## config.mk

```make
export PLATFORM = sky130hd
export DESIGN_NAME = keypad_matrix_emulator_flat
export DESIGN_NICKNAME = d
export VERILOG_FILES = /design/src/rtl/keypad_matrix_emulator_pkg.sv /design/src/rtl/keypad_matrix_emulator_if.sv /design/src/rtl/keypad_matrix_emulator_contact_timer.sv /design/src/rtl/keypad_matrix_emulator.sv /design/src/flat_wrapper.sv
export SDC_FILE = /design/constraint.sdc
export NUM_CORES = 1
export LEC_CHECK = 0
export CORE_ASPECT_RATIO = 1.1
export CORE_UTILIZATION = 40
export CTS_BUF_LIST = sky130_fd_sc_hd__clkbuf_8
export DETAILED_ROUTE_END_ITERATION = 16
export PLACE_DENSITY = 0.63
export SLEW_MARGIN = 5
export SYNTH_ARGS = -nofsm -noshare
export SYNTH_HDL_FRONTEND = slang
export SYNTH_SLANG_ARGS = --single-unit
export TNS_END_PERCENT = 50
```

## constraint.sdc

```tcl
create_clock -name clk -period 6.8 [get_ports clk]
set_input_delay 1.7 -clock clk [delete_from_list [all_inputs] [get_ports clk]]
set_output_delay 1.7 -clock clk [all_outputs]
set_load 0.05 [all_outputs]
```

## src/rtl/keypad_matrix_emulator_pkg.sv

```systemverilog
// Shared types and helpers for the keypad matrix emulator.
// A key code packs the matrix position as {row[1:0], col[1:0]}.
package keypad_pkg;

    localparam int ROWS = 4;
    localparam int COLS = 4;

    typedef logic [3:0] key_code_t;

    typedef enum logic [2:0] {
        IDLE,
        BNC_PRESS,
        HOLD,
        BNC_RELEASE,
        GAP
    } emu_state_t;

    function automatic logic [1:0] key_row(input key_code_t code);
        return code[3:2];
    endfunction

    function automatic logic [1:0] key_col(input key_code_t code);
        return code[1:0];
    endfunction

endpackage

```

## src/rtl/keypad_matrix_emulator_if.sv

```systemverilog
// Request handshake, matrix buses and debug status of the keypad emulator.
// A press is accepted on the clk edge where key_valid && key_ready; nothing is queued while not ready.
interface keypad_matrix_emulator_if;
    import keypad_pkg::*;

    logic            key_valid;
    key_code_t       key_code;
    logic            key_ready;
    logic [COLS-1:0] col_in;
    logic [ROWS-1:0] row_out;
    logic            contact;
    logic            busy;
    logic            done;
    emu_state_t      dbg_state;

    modport master (
        output key_valid, key_code, col_in,
        input  key_ready, row_out, contact, busy, done, dbg_state
    );

    modport slave (
        input  key_valid, key_code, col_in,
        output key_ready, row_out, contact, busy, done, dbg_state
    );

endinterface

```

## src/rtl/keypad_matrix_emulator_contact_timer.sv

```systemverilog
// Phase down-counter plus bounce toggle generator, both reloaded on every phase entry.
// expire_o flags the last cycle of a phase, toggle_o the last cycle of each bounce period.
module contact_timer #(
    parameter int CW = 8,
    parameter int PW = 4
) (
    input  logic          clk,
    input  logic          rst,
    input  logic          load_i,
    input  logic [CW-1:0] length_i,
    input  logic [PW-1:0] period_i,
    output logic          expire_o,
    output logic          toggle_o
);

    logic [CW-1:0] cnt_q, cnt_d;
    logic [PW-1:0] per_q, per_d;

    always_comb begin
        cnt_d = cnt_q;
        per_d = per_q;
        if (load_i) begin
            cnt_d = length_i - CW'(1);
            per_d = period_i - PW'(1);
        end else begin
            // Phase counter parks at zero; only a reload moves it again.
            if (cnt_q != '0) begin
                cnt_d = cnt_q - CW'(1);
            end
            per_d = (per_q == '0) ? (period_i - PW'(1)) : (per_q - PW'(1));
        end
    end

    always_ff @(posedge clk) begin
        if (rst) begin
            cnt_q <= '0;
            per_q <= '0;
        end else begin
            cnt_q <= cnt_d;
            per_q <= per_d;
        end
    end

    assign expire_o = (cnt_q == '0);
    assign toggle_o = (per_q == '0);

endmodule

```

## src/rtl/keypad_matrix_emulator.sv

```systemverilog
// Keypad-side emulation of a 4x4 matrix: plays a timed, bouncing key press on request
// and returns row levels combinationally from the column drive like a real switch.
module keypad_matrix_emulator
    import keypad_pkg::*;
#(
    parameter int HOLD_CYCLES   = 2000,
    parameter int BOUNCE_CYCLES = 200,
    parameter int BOUNCE_PERIOD = 16,
    parameter int GAP_CYCLES    = 500,
    parameter bit ACTIVE_LOW    = 1'b0
) (
    input logic                     clk,
    input logic                     rst,
    keypad_matrix_emulator_if.slave bus
);

    localparam int MAX_HB  = (HOLD_CYCLES > BOUNCE_CYCLES) ? HOLD_CYCLES : BOUNCE_CYCLES;
    localparam int MAX_LEN = (MAX_HB > GAP_CYCLES) ? MAX_HB : GAP_CYCLES;
    localparam int CW      = $clog2(MAX_LEN + 1);
    localparam int PW      = $clog2(BOUNCE_PERIOD + 1);

    emu_state_t    state_q, state_d;
    logic          contact_q, contact_d;
    key_code_t     key_q;
    logic          ready;
    logic          accept;
    logic          load;
    logic [CW-1:0] length;
    logic          expire;
    logic          toggle;
    logic          col_seen;

    assign ready  = (state_q == IDLE) && !rst;
    assign accept = bus.key_valid && ready;

    contact_timer #(
        .CW(CW),
        .PW(PW)
    ) u_timer (
        .clk      (clk),
        .rst      (rst),
        .load_i   (load),
        .length_i (length),
        .period_i (PW'(BOUNCE_PERIOD)),
        .expire_o (expire),
        .toggle_o (toggle)
    );

    always_ff @(posedge clk) begin
        if (rst) begin
            state_q <= IDLE;
        end else begin
            state_q <= state_d;
        end
    end

    always_comb begin
        state_d = state_q;
        unique case (state_q)
            IDLE:        if (accept) state_d = (BOUNCE_CYCLES == 0) ? HOLD : BNC_PRESS;
            BNC_PRESS:   if (expire) state_d = HOLD;
            HOLD:        if (expire) state_d = (BOUNCE_CYCLES == 0) ? GAP : BNC_RELEASE;
            BNC_RELEASE: if (expire) state_d = GAP;
            GAP:         if (expire) state_d = IDLE;
            default:     state_d = IDLE;
        endcase
    end

    always_comb begin
        bus.key_ready = ready;
        bus.busy      = (state_q != IDLE);
        bus.done      = (state_q == GAP) && expire && !rst;
        load          = (state_d != state_q);
        case (state_d)
            BNC_PRESS, BNC_RELEASE: length = CW'(BOUNCE_CYCLES);
            HOLD:                   length = CW'(HOLD_CYCLES);
            GAP:                    length = CW'(GAP_CYCLES);
            default:                length = '0;
        endcase
        // Each phase starts from a fixed contact level; bounce phases then toggle it.
        contact_d = contact_q;
        if (load) begin
            contact_d = (state_d == BNC_PRESS) || (state_d == HOLD);
        end else if (toggle && ((state_q == BNC_PRESS) || (state_q == BNC_RELEASE))) begin
            contact_d = !contact_q;
        end
    end

    always_ff @(posedge clk) begin
        if (rst) begin
            contact_q <= 1'b0;
            key_q     <= '0;
        end else begin
            contact_q <= contact_d;
            if (accept) begin
                key_q <= bus.key_code;
            end
        end
    end

    // Only the latched column matters, even if the scanner drives several at once.
    assign col_seen = bus.col_in[key_col(key_q)];

    always_comb begin
        for (int r = 0; r < ROWS; r++) begin
            if (ACTIVE_LOW) begin
                bus.row_out[r] = !(contact_q && (key_row(key_q) == 2'(r)) && !col_seen);
            end else begin
                bus.row_out[r] = contact_q && (key_row(key_q) == 2'(r)) && col_seen;
            end
        end
    end

    assign bus.contact   = contact_q;
    assign bus.dbg_state = state_q;

endmodule

```

## src/flat_wrapper.sv

```systemverilog
// flat-port wrapper written by rule: the top's interface ports become plain ports
module keypad_matrix_emulator_flat import keypad_pkg::*;
#(
    parameter int HOLD_CYCLES   = 2000,
    parameter int BOUNCE_CYCLES = 200,
    parameter int BOUNCE_PERIOD = 16,
    parameter int GAP_CYCLES    = 500,
    parameter bit ACTIVE_LOW    = 1'b0
)
  (clk, rst, bus_key_valid, bus_key_code, bus_col_in, bus_key_ready, bus_row_out, bus_contact, bus_busy, bus_done, bus_dbg_state);
  keypad_matrix_emulator_if bus_i ();
  input logic clk;
  input logic rst;
  input wire logic [$bits(bus_i.key_valid)-1:0] bus_key_valid;
  input wire logic [$bits(bus_i.key_code)-1:0] bus_key_code;
  input wire logic [$bits(bus_i.col_in)-1:0] bus_col_in;
  output wire logic [$bits(bus_i.key_ready)-1:0] bus_key_ready;
  output wire logic [$bits(bus_i.row_out)-1:0] bus_row_out;
  output wire logic [$bits(bus_i.contact)-1:0] bus_contact;
  output wire logic [$bits(bus_i.busy)-1:0] bus_busy;
  output wire logic [$bits(bus_i.done)-1:0] bus_done;
  output wire logic [$bits(bus_i.dbg_state)-1:0] bus_dbg_state;
  assign bus_i.key_valid = bus_key_valid;
  assign bus_i.key_code = bus_key_code;
  assign bus_i.col_in = bus_col_in;
  assign bus_key_ready = bus_i.key_ready;
  assign bus_row_out = bus_i.row_out;
  assign bus_contact = bus_i.contact;
  assign bus_busy = bus_i.busy;
  assign bus_done = bus_i.done;
  assign bus_dbg_state = bus_i.dbg_state;
  keypad_matrix_emulator #(.HOLD_CYCLES(HOLD_CYCLES), .BOUNCE_CYCLES(BOUNCE_CYCLES), .BOUNCE_PERIOD(BOUNCE_PERIOD), .GAP_CYCLES(GAP_CYCLES), .ACTIVE_LOW(ACTIVE_LOW)) u_core (.clk(clk), .rst(rst), .bus(bus_i));
endmodule
```

==> flow_metrics.env, run 1 <==
export IMPL_viasPerCell=5.99
export IMPL_path_class="in2out"
export IMPL_finalSetupTns_ps=0
export IMPL_synthDistinctLibCells=61
export IMPL_startpoint_type="primary input"
export IMPL_power_density_nw_per_um2=481
export IMPL_relSlewSlack_pct=58.2
export IMPL_synth_async_sr_flop_share_pct=0
export IMPL_synth_top_area_cell="dfxtp_1"
export IMPL_synth_area_leaders="dfxtp_1 29%, nand2_1 6.7%, a21oi_1 4.3%, nor4_4 3.9%, nor2_1 3.0%"
export IMPL_drt_total_wl_um=4050
export IMPL_multi_input_area_um2=1060
export IMPL_vdd_drop_max_uv=237
export IMPL_synth_seq_cells=24
export IMPL_dr_pass1_iters=4
export IMPL_yosysWarnings=0
export IMPL_worstMarginPinSlew_ps=626
export IMPL_dp_hpwl_um=3010
export IMPL_synth_cells=195
export IMPL_drv_slew=0
export IMPL_cp_arrival_ps=3650
export IMPL_layout_nets=225
export IMPL_min_to="u_core.u_timer.per_q[4]"
export IMPL_synth_edf_count=0
export IMPL_fin_cells=261
export IMPL_reg2reg_depth=9
export IMPL_critPathMaxFanout=18
export IMPL_yosysMostFrequentCell="nand2_1"
export IMPL_hold_depth=2
export IMPL_cts_root_buf="clkbuf_8"
export IMPL_syn_cell_area_um2=1630
export IMPL_antenna_left=0
export IMPL_post_route_min_period_ps=5350
export IMPL_grt_max_degree=21
export IMPL_ys_top_cells_by_count="29 x nand2_1, 24 x dfxtp_1, 14 x a21oi_1, 13 x nor2_1, 8 x nor3_1"
export IMPL_numPortBuffers=21
export IMPL_final_hold_viol_count=0
export IMPL_die_h_um=69.0
export IMPL_p_leak_uw=0.000690
export IMPL_cts_reportedPaths_clkPinSlew_ps=90
export IMPL_grt_overflow_total=0
export IMPL_num_rows=23
export IMPL_r2r_slack_ps=3800
export IMPL_syn_area_per_cell_um2=8.37
export IMPL_post_place_ws_ps=1460
export IMPL_synth_top_cell_area_share_pct=29.4
export IMPL_place_inst=257
export IMPL_cts_path_max_buffers=2
export IMPL_cts_sinks=24
export IMPL_hold_path_class="reg2reg"
export IMPL_die_x_um=62.9
export IMPL_dr_total_vias=1564
export IMPL_fillCellCount=352
export IMPL_cp_required_ps=5100
export IMPL_core_um2=3770
export IMPL_area_delta_synth_final_pct=16.8
export IMPL_maxCapViolCount=0
export IMPL_grt_pass1_vias=1517
export IMPL_hold_ws_ps=463
export IMPL_reg2reg_to="u_core.u_timer.cnt_q[8]"
export IMPL_synth_main_ff_cell="dfxtp_1"
export IMPL_endpoint_kind="primary output"
export IMPL_htree_levels=1
export IMPL_seq_area_um2=480
export IMPL_rsz0062_at_grt="no"
export IMPL_initial_core_util_pct=43.3
export IMPL_syn_nets=208
export IMPL_hold_buffers=0
export IMPL_grt_usage_pct=21.0
export IMPL_status="completed"
export IMPL_finalCritPeriodShare_pct=78.7
export IMPL_r2r_start="u_core.u_timer.cnt_q[5]"
export IMPL_cts_buffers=3
export IMPL_hp_start="u_core.u_timer.per_q[4]"
export IMPL_finClkSkew_ps=6.59
export IMPL_grt_pass1_wl_um=7020
export IMPL_cts_resized=0
export IMPL_fmax_mhz=187
export IMPL_diodes=0
export IMPL_drc=0
export IMPL_antenna_found_initial=0
export IMPL_finalPower_uw=918
export IMPL_post_cts_buffers=0
export IMPL_clkLatencyLatePin_ps=280
export IMPL_setup_slack_ps=1450
export IMPL_ios=22
export IMPL_die_area_um2=4340
export IMPL_cts_tree="built"
export IMPL_finalSetupViolCount=0
export IMPL_drt_iter0_drc=76
export IMPL_routabilityCongestion=0.838
export IMPL_wl_per_cell_um=15.5
export IMPL_ys_seq_area_share_pct=29.4
export IMPL_drive_gt1_share_pct=10.4
==> layer usage <==
layer  up-vias  GRT usage, %  wire (µm)  share of wire [%]
met1       729          25.2       1750                 43
met3         8          3.29        275                6.8
met5         -             0          0                  0
li1        756             -          -                  -
met2        71          37.8       1960                 48
met4         0          8.14         68                1.7
==> placed cells by master, fill, tap and decap left out, types with 3 or more instances in the layout <==
master / n
nor4_4: 3
inv_1: 5
clkbuf_8: 3
nand2_1: 29
nor2b_1: 3
nand3b_1: 4
nor3b_1: 5
nand2b_1: 3
nand4_1: 3
a21oi_1: 14
dfxtp_1: 24
nor3_1: 8
xnor2_1: 4
nor2_1: 13
nand3_1: 6
clkdlybuf4s50_1: 21
o21ai_0: 5
==> registers in the layout, summed over array words and instances, names as in the netlist <==
name	flops
u_core.bus.contact	1
u_core.bus.dbg_state	3
u_core.key_q	4
u_core.u_timer.cnt_q	11
u_core.u_timer.per_q	5
==> worst max-delay path, stage by stage <==
cell,delay (ps)
clkdlybuf4s50_1,720
nor4_2,360
clkdlybuf4s50_1,870
==> power by group <==
group          internal (µW)  total (µW)  switching [µW]
combinational            218         532             314
clock                   78.8         130            50.8
sequential               189         256            66.8
total                    486         918             431
==> worst max path at each step <==
stage | from | endpoint | slack (ps) | cells past startpoint
after floorplan | bus_col_in[1] | bus_row_out[1] | 1890 | 3
after global placement | rst | bus_key_ready | 1500 | 3
after detailed placement | rst | bus_key_ready | 1460 | 3
after CTS | rst | bus_key_ready | 1450 | 3
after global routing | rst | bus_key_ready | 1340 | 3
final | rst | bus_key_ready | 1450 | 3
==> final cells by class <==
type	count	area share, %
Tap cell	50	3.28
Inverter	5	0.985
Timing Repair Buffer	21	11.0
Clock buffer	3	2.17
Multi-Input combinational cell	157	55.7
Sequential cell	24	25.2
Clock inverter	1	1.58
==> cells by family (layout without fill, tap and decap cells) <==
| group | count (synthesis) | count (layout) | synth area share (%) |
|---|---|---|---|
| compound gates | 44 | 44 | 19.2 |
| buf+inv | 14 | 30 | 5.45 |
| mux | 4 | 4 | 3.30 |
| flops | 24 | 24 | 29.4 |
| fa+ha+maj | 2 | 2 | 1.53 |
| simple gates | 102 | 102 | 38.4 |
| xor+xnor | 5 | 5 | 2.68 |
==> metrics by stage <==
stage / utilization (%) / instance area [µm²]
detailed placement: 48.7 / 1830
global placement: 48.7 / 1830
floorplan: - / 1630
global route: 50.5 / 1910
CTS: 50.5 / 1910
finish: 50.5 / 1910
Note: power is estimated with default switching activity, not from simulation.
==> inputs of run 2 (changes only) <==
==> constraint.sdc (replaced) <==
create_clock -name clk -period 5.4 [get_ports clk]
set_input_delay 1.35 -clock clk [delete_from_list [all_inputs] [get_ports clk]]
set_output_delay 1.35 -clock clk [all_outputs]
set_load 0.05 [all_outputs]
==> run 2 against run 1 <==
  * Non-clock buffer count rose by 1
  * Register-to-register slack got worse by 1300 ps
  * Critical path depth rose by 2
  * Via count fell by 1.8%
  * Largest power group unchanged
  * Count of clock-buffer cells in the layout did not move
  * Sequential cell count did not move
  * Clock skew fell by 1.6 ps
  * Critical path type unchanged
==> flow_metrics.env, run 2 (synthesized netlist as in run 1, its figures left out) <==
export IMPL_drive_gt1_share_pct=10.8
export IMPL_layout_nets=226
export IMPL_hold_buffers=0
export IMPL_grt_pass1_wl_um=6670
export IMPL_endpoint_kind="primary output"
export IMPL_post_cts_buffers=0
export IMPL_die_area_um2=4340
export IMPL_status="completed"
export IMPL_worstMarginPinSlew_ps=606
export IMPL_antenna_found_initial=0
export IMPL_routabilityCongestion=0.915
export IMPL_drt_iter0_drc=46
export IMPL_rsz0062_at_grt="no"
export IMPL_vdd_drop_max_uv=268
export IMPL_grt_pass1_vias=1461
export IMPL_post_route_min_period_ps=4550
export IMPL_die_x_um=62.9
export IMPL_drc=0
export IMPL_grt_max_degree=21
export IMPL_initial_core_util_pct=43.3
export IMPL_regMostFlops="u_core.u_timer.cnt_q"
export IMPL_drv_slew=0
export IMPL_htree_levels=1
export IMPL_finalSetupTns_ps=0
export IMPL_top_regs="u_core.u_timer.cnt_q x11, u_core.u_timer.per_q x5, u_core.key_q x4"
export IMPL_area_delta_synth_final_pct=17.3
export IMPL_viasPerCell=5.86
export IMPL_core_um2=3770
export IMPL_relSlewSlack_pct=59.5
export IMPL_cp_required_ps=4050
export IMPL_finalSetupViolCount=0
export IMPL_cts_path_max_buffers=2
export IMPL_finClkSkew_ps=5.02
export IMPL_final_hold_viol_count=0
export IMPL_ios=22
export IMPL_maxCapViolCount=0
export IMPL_power_density_nw_per_um2=602
export IMPL_diodes=0
export IMPL_dp_hpwl_um=3000
export IMPL_grt_overflow_total=0
export IMPL_critPathMaxFanout=3
export IMPL_cp_arrival_ps=3200
export IMPL_die_h_um=69.0
export IMPL_fmax_mhz=220
export IMPL_most_common_layout_cells="29 x nand2_1, 24 x dfxtp_1, 21 x clkdlybuf4s50_1, 14 x a21oi_1, 13 x nor2_1"
export IMPL_num_rows=23
export IMPL_path_class="in2out"
export IMPL_largest_reg_flops=11
export IMPL_cts_tree="built"
export IMPL_numPortBuffers=21
export IMPL_cts_reportedPaths_clkPinSlew_ps=90
export IMPL_layout_commonest_cell="nand2_1"
export IMPL_cts_buffers=3
export IMPL_cts_resized=0
export IMPL_p_leak_uw=0.000695
export IMPL_antenna_left=0
export IMPL_cts_root_buf="clkbuf_8"
export IMPL_hold_ws_ps=465
export IMPL_clkLatencyLatePin_ps=270
export IMPL_hold_path_class="reg2reg"
export IMPL_startpoint_type="primary input"
export IMPL_grt_usage_pct=19.9
export IMPL_cts_sinks=24
export IMPL_dr_total_vias=1536
export IMPL_dr_pass1_iters=4
export IMPL_finalCritPeriodShare_pct=84.2
export IMPL_wl_per_cell_um=15.1
export IMPL_drt_total_wl_um=3960
## run 2: worst paths after layout
kind	startpoint	end	slack, ps	depth (start not counted)
worst max register to register	u_core.u_timer.cnt_q[0]	u_core.u_timer.cnt_q[8]	2460	9
worst min register to register	u_core.u_timer.per_q[4]	u_core.u_timer.per_q[4]	460	2
worst max-delay path	bus_col_in[3]	bus_row_out[1]	850	5
worst min-delay path	u_core.u_timer.per_q[4]	u_core.u_timer.per_q[4]	460	2
## run 2: layer usage
layer  vias up  track usage, %  share of wire (%)
met5         -               0                  0
met4         0            8.72                1.5
met3         6            2.96                5.6
met2        49            35.5                 47
met1       718            23.9                 46
li1        763               -                  -
## run 2: final cells by class
cell class / count / area [µm²]
clock buffer: 3 / 41.3
clock inverter: 1 / 30.0
fill: 372 / 1860
inverter: 5 / 18.8
multi-input combinational: 157 / 1060
sequential: 24 / 480
tap: 50 / 62.6
timing repair buffer: 22 / 218
## run 2: metrics by stage
step / setup WS (ps) / utilization (%) / total power (µW) / cells / area, µm²
2_1_floorplan: 1140 / - / 853 / 195 / 1630
4_1_cts: 837 / 50.7 / 1150 / 262 / 1910
3_5_place_dp: 851 / 48.9 / 985 / 258 / 1840
5_1_grt: 773 / 50.7 / 1240 / 262 / 1910
3_3_place_gp: 914 / 48.9 / 969 / 258 / 1840
6_report: 852 / 50.7 / 1150 / 262 / 1910
## run 2: critical path: stages
cell and delay (ps):
clkdlybuf4s50_1 460, mux4_2 240, nand2_1 90, nor3b_1 230, clkdlybuf4s50_1 830
## run 2: power by group
part	switching [µW]	total [µW]	internal [µW]
logic	390	665	274
clock network	62.7	162	99.2
registers	86.3	324	238
total	539	1150	612
==> inputs of run 3 (changes only) <==
--- a/config.mk
+++ b/config.mk
@@ -9,7 +9,7 @@
 export CORE_UTILIZATION = 40
 export CTS_BUF_LIST = sky130_fd_sc_hd__clkbuf_8
 export DETAILED_ROUTE_END_ITERATION = 16
-export PLACE_DENSITY = 0.63
+export PLACE_DENSITY = 0.66
 export SLEW_MARGIN = 5
 export SYNTH_ARGS = -nofsm -noshare
 export SYNTH_HDL_FRONTEND = slang
==> constraint.sdc (replaced) <==
create_clock -name clk -period 3.8 [get_ports clk]
set_input_delay 0.95 -clock clk [delete_from_list [all_inputs] [get_ports clk]]
set_output_delay 0.95 -clock clk [all_outputs]
set_load 0.05 [all_outputs]
==> run 3 against run 2 <==
  * Final area increased by 2.4%
  * Combinational power up 43%
  * Wire length down 2.0%
  * Clock skew is essentially flat
  * Global-route usage is 0.48 points lower
  * Largest cell class unchanged
==> flow_metrics.env, run 3 (synthesized netlist as in run 1, its figures left out) <==
export IMPL_cts_tree="built"
export IMPL_use_met1_pct=24.8
export IMPL_die_h_um=69.0
export IMPL_finalCritPeriodShare_pct=87.5
export IMPL_core_um2=3770
export IMPL_num_rows=23
export IMPL_cts_path_max_buffers=2
export IMPL_endpoint_kind="primary output"
export IMPL_fillCellCount=363
export IMPL_grt_busiest_layer="met2"
export IMPL_maxCapViolCount=0
export IMPL_viasPerCell=5.75
export IMPL_placed_area_um2=1890
export IMPL_drc=0
export IMPL_dp_hpwl_um=3020
export IMPL_htree_levels=1
export IMPL_routabilityCongestion=0.903
export IMPL_max_stage_delay_ps=570
export IMPL_dr_total_vias=1518
export IMPL_cts_buffers=3
export IMPL_final_hold_viol_count=0
export IMPL_switching_share_pct=46.3
export IMPL_cts_resized=0
export IMPL_relSlewSlack_pct=56.7
export IMPL_critPathMaxFanout=11
export IMPL_critPathLaunch="rst"
export IMPL_stdcell_area_um2=1960
export IMPL_crit_cells=4
export IMPL_antenna_found_initial=0
export IMPL_power_density_nw_per_um2=839
export IMPL_dr_pass1_iters=4
export IMPL_layout_nets=228
export IMPL_p_leak_uw=0.000727
export IMPL_clockPowerShare_pct=13.9
export IMPL_seq_area_um2=480
export IMPL_p_sw_uw=760
export IMPL_post_route_min_period_ps=3320
export IMPL_layout_commonest_cell="nand2_1"
export IMPL_grt_overflow_total=0
export IMPL_vdd_drop_max_uv=398
export IMPL_finalSetupTns_ps=0
export IMPL_r2r_start="u_core.bus.dbg_state[0]"
export IMPL_drv_slew=0
export IMPL_grt_pass1_wl_um=6500
export IMPL_initial_core_util_pct=43.3
export IMPL_reg2reg_to="u_core.u_timer.cnt_q[8]"
export IMPL_startpoint_type="primary input"
export IMPL_post_place_ws_ps=261
export IMPL_die_x_um=62.9
export IMPL_critPathSlowestCell="clkdlybuf4s50_1"
export IMPL_grt_use_met3_pct=3.45
export IMPL_numPortBuffers=21
export IMPL_cp_arrival_ps=2370
export IMPL_die_area_um2=4340
export IMPL_worstMarginPinSlew_ps=649
export IMPL_top_regs="u_core.u_timer.cnt_q x11, u_core.u_timer.per_q x5, u_core.key_q x4"
export IMPL_hold_buffers=0
export IMPL_path_class="in2out"
export IMPL_drive_gt1_share_pct=14.5
export IMPL_combPwrFrac_pct=58.0
export IMPL_power_frac_seq_pct=28.1
export IMPL_fmax_mhz=301
export IMPL_multi_input_area_um2=1070
export IMPL_most_common_layout_cells="29 x nand2_1, 24 x dfxtp_1, 15 x clkdlybuf4s50_1, 14 x a21oi_1, 13 x nor2_1"
export IMPL_cts_sinks=24
export IMPL_post_cts_buffers=0
export IMPL_reg2reg_depth=9
export IMPL_r2r_slack_ps=980
export IMPL_hold_path_class="reg2reg"
export IMPL_drt_total_wl_um=3880
export IMPL_grt_max_degree=21
export IMPL_clkLatencyLatePin_ps=270
export IMPL_grt_pass1_vias=1356
export IMPL_regMostFlops="u_core.u_timer.cnt_q"
export IMPL_cts_root_buf="clkbuf_8"
export IMPL_drt_iter0_drc=77
export IMPL_fin_cells=264
export IMPL_status="completed"
export IMPL_cpLargestDelayFamily="buffers and inverters"
export IMPL_grt_use_met2_pct=32.4
export IMPL_place_inst=260
export IMPL_largest_reg_flops=11
export IMPL_antenna_left=0
export IMPL_diodes=0
export IMPL_cp_required_ps=2850
export IMPL_crit_path_end="bus_done"
export IMPL_area_delta_synth_final_pct=20.1
export IMPL_finClkSkew_ps=5.51
export IMPL_finalSetupViolCount=0
export IMPL_cts_reportedPaths_clkPinSlew_ps=90
export IMPL_cp_buffers_inverters=3
export IMPL_ios=22
export IMPL_grt_usage_pct=19.4
export IMPL_internal_power_uw=883
export IMPL_wl_per_cell_um=14.7
export IMPL_rsz0062_at_grt="no"
export IMPL_crit_path_cell_trace="clkdlybuf4s50_1 -> buf_4 -> nor3_1 -> buf_12"
export IMPL_setup_slack_ps=476
==> run 3: changes by cell type in the layout (fill, tap and decap cells not counted), sizes merged <==
cell           previous run  this run
buf                       1         9
clkdlybuf4s50            21        15
==> run 3: through the flow <==
step	util, %	total power, µW	hold slack, ps
finish	52.0	1640	457
global route	52.0	1760	489
CTS	52.0	1650	461
detailed placement	50.1	1410	447
global placement	50.1	1410	442
floorplan	-	1210	421
==> run 3: area by class of cell <==
class,count,area share (%)
flip-flops and latches,24,24.5
well taps,50,3.19
clock inverters,1,1.53
clock buffers,3,2.11
multi-input cells,157,54.7
repair buffers,24,13.0
inverters,5,0.958
==> run 3: power groups by stage <==
stage	registers (µW)	logic, µW	clock network (µW)
floorplan	455	759	0
global placement	465	949	0
detailed placement	466	948	0
CTS	460	953	233
global route	476	1050	242
finish	461	954	228
==> run 3: worst min-delay path, stage by stage, from the launching register on <==
cell,delay [ps]
dfxtp_1,310
inv_1,50
a2111oi_0,50
==> run 3: worst min-delay path by stage <==
stage / start / end / slack (ps) / depth (start not counted)
floorplan: u_core.u_timer.per_q[4] / u_core.u_timer.per_q[4] / 420 / 2
global placement: u_core.u_timer.per_q[4] / u_core.u_timer.per_q[4] / 440 / 2
detailed placement: u_core.u_timer.per_q[4] / u_core.u_timer.per_q[4] / 450 / 2
CTS: u_core.u_timer.per_q[4] / u_core.u_timer.per_q[4] / 460 / 2
global route: u_core.u_timer.per_q[4] / u_core.u_timer.per_q[4] / 490 / 2
finish: u_core.u_timer.per_q[4] / u_core.u_timer.per_q[4] / 460 / 2
==> run 3: metal layers <==
| metal | vias up | routed length, µm |
|---|---|---|
| li1 | 763 | - |
| met1 | 705 | 1780 |
| met2 | 43 | 1820 |
| met3 | 7 | 211 |
| met4 | 0 | 70 |
| met5 | - | 0 |
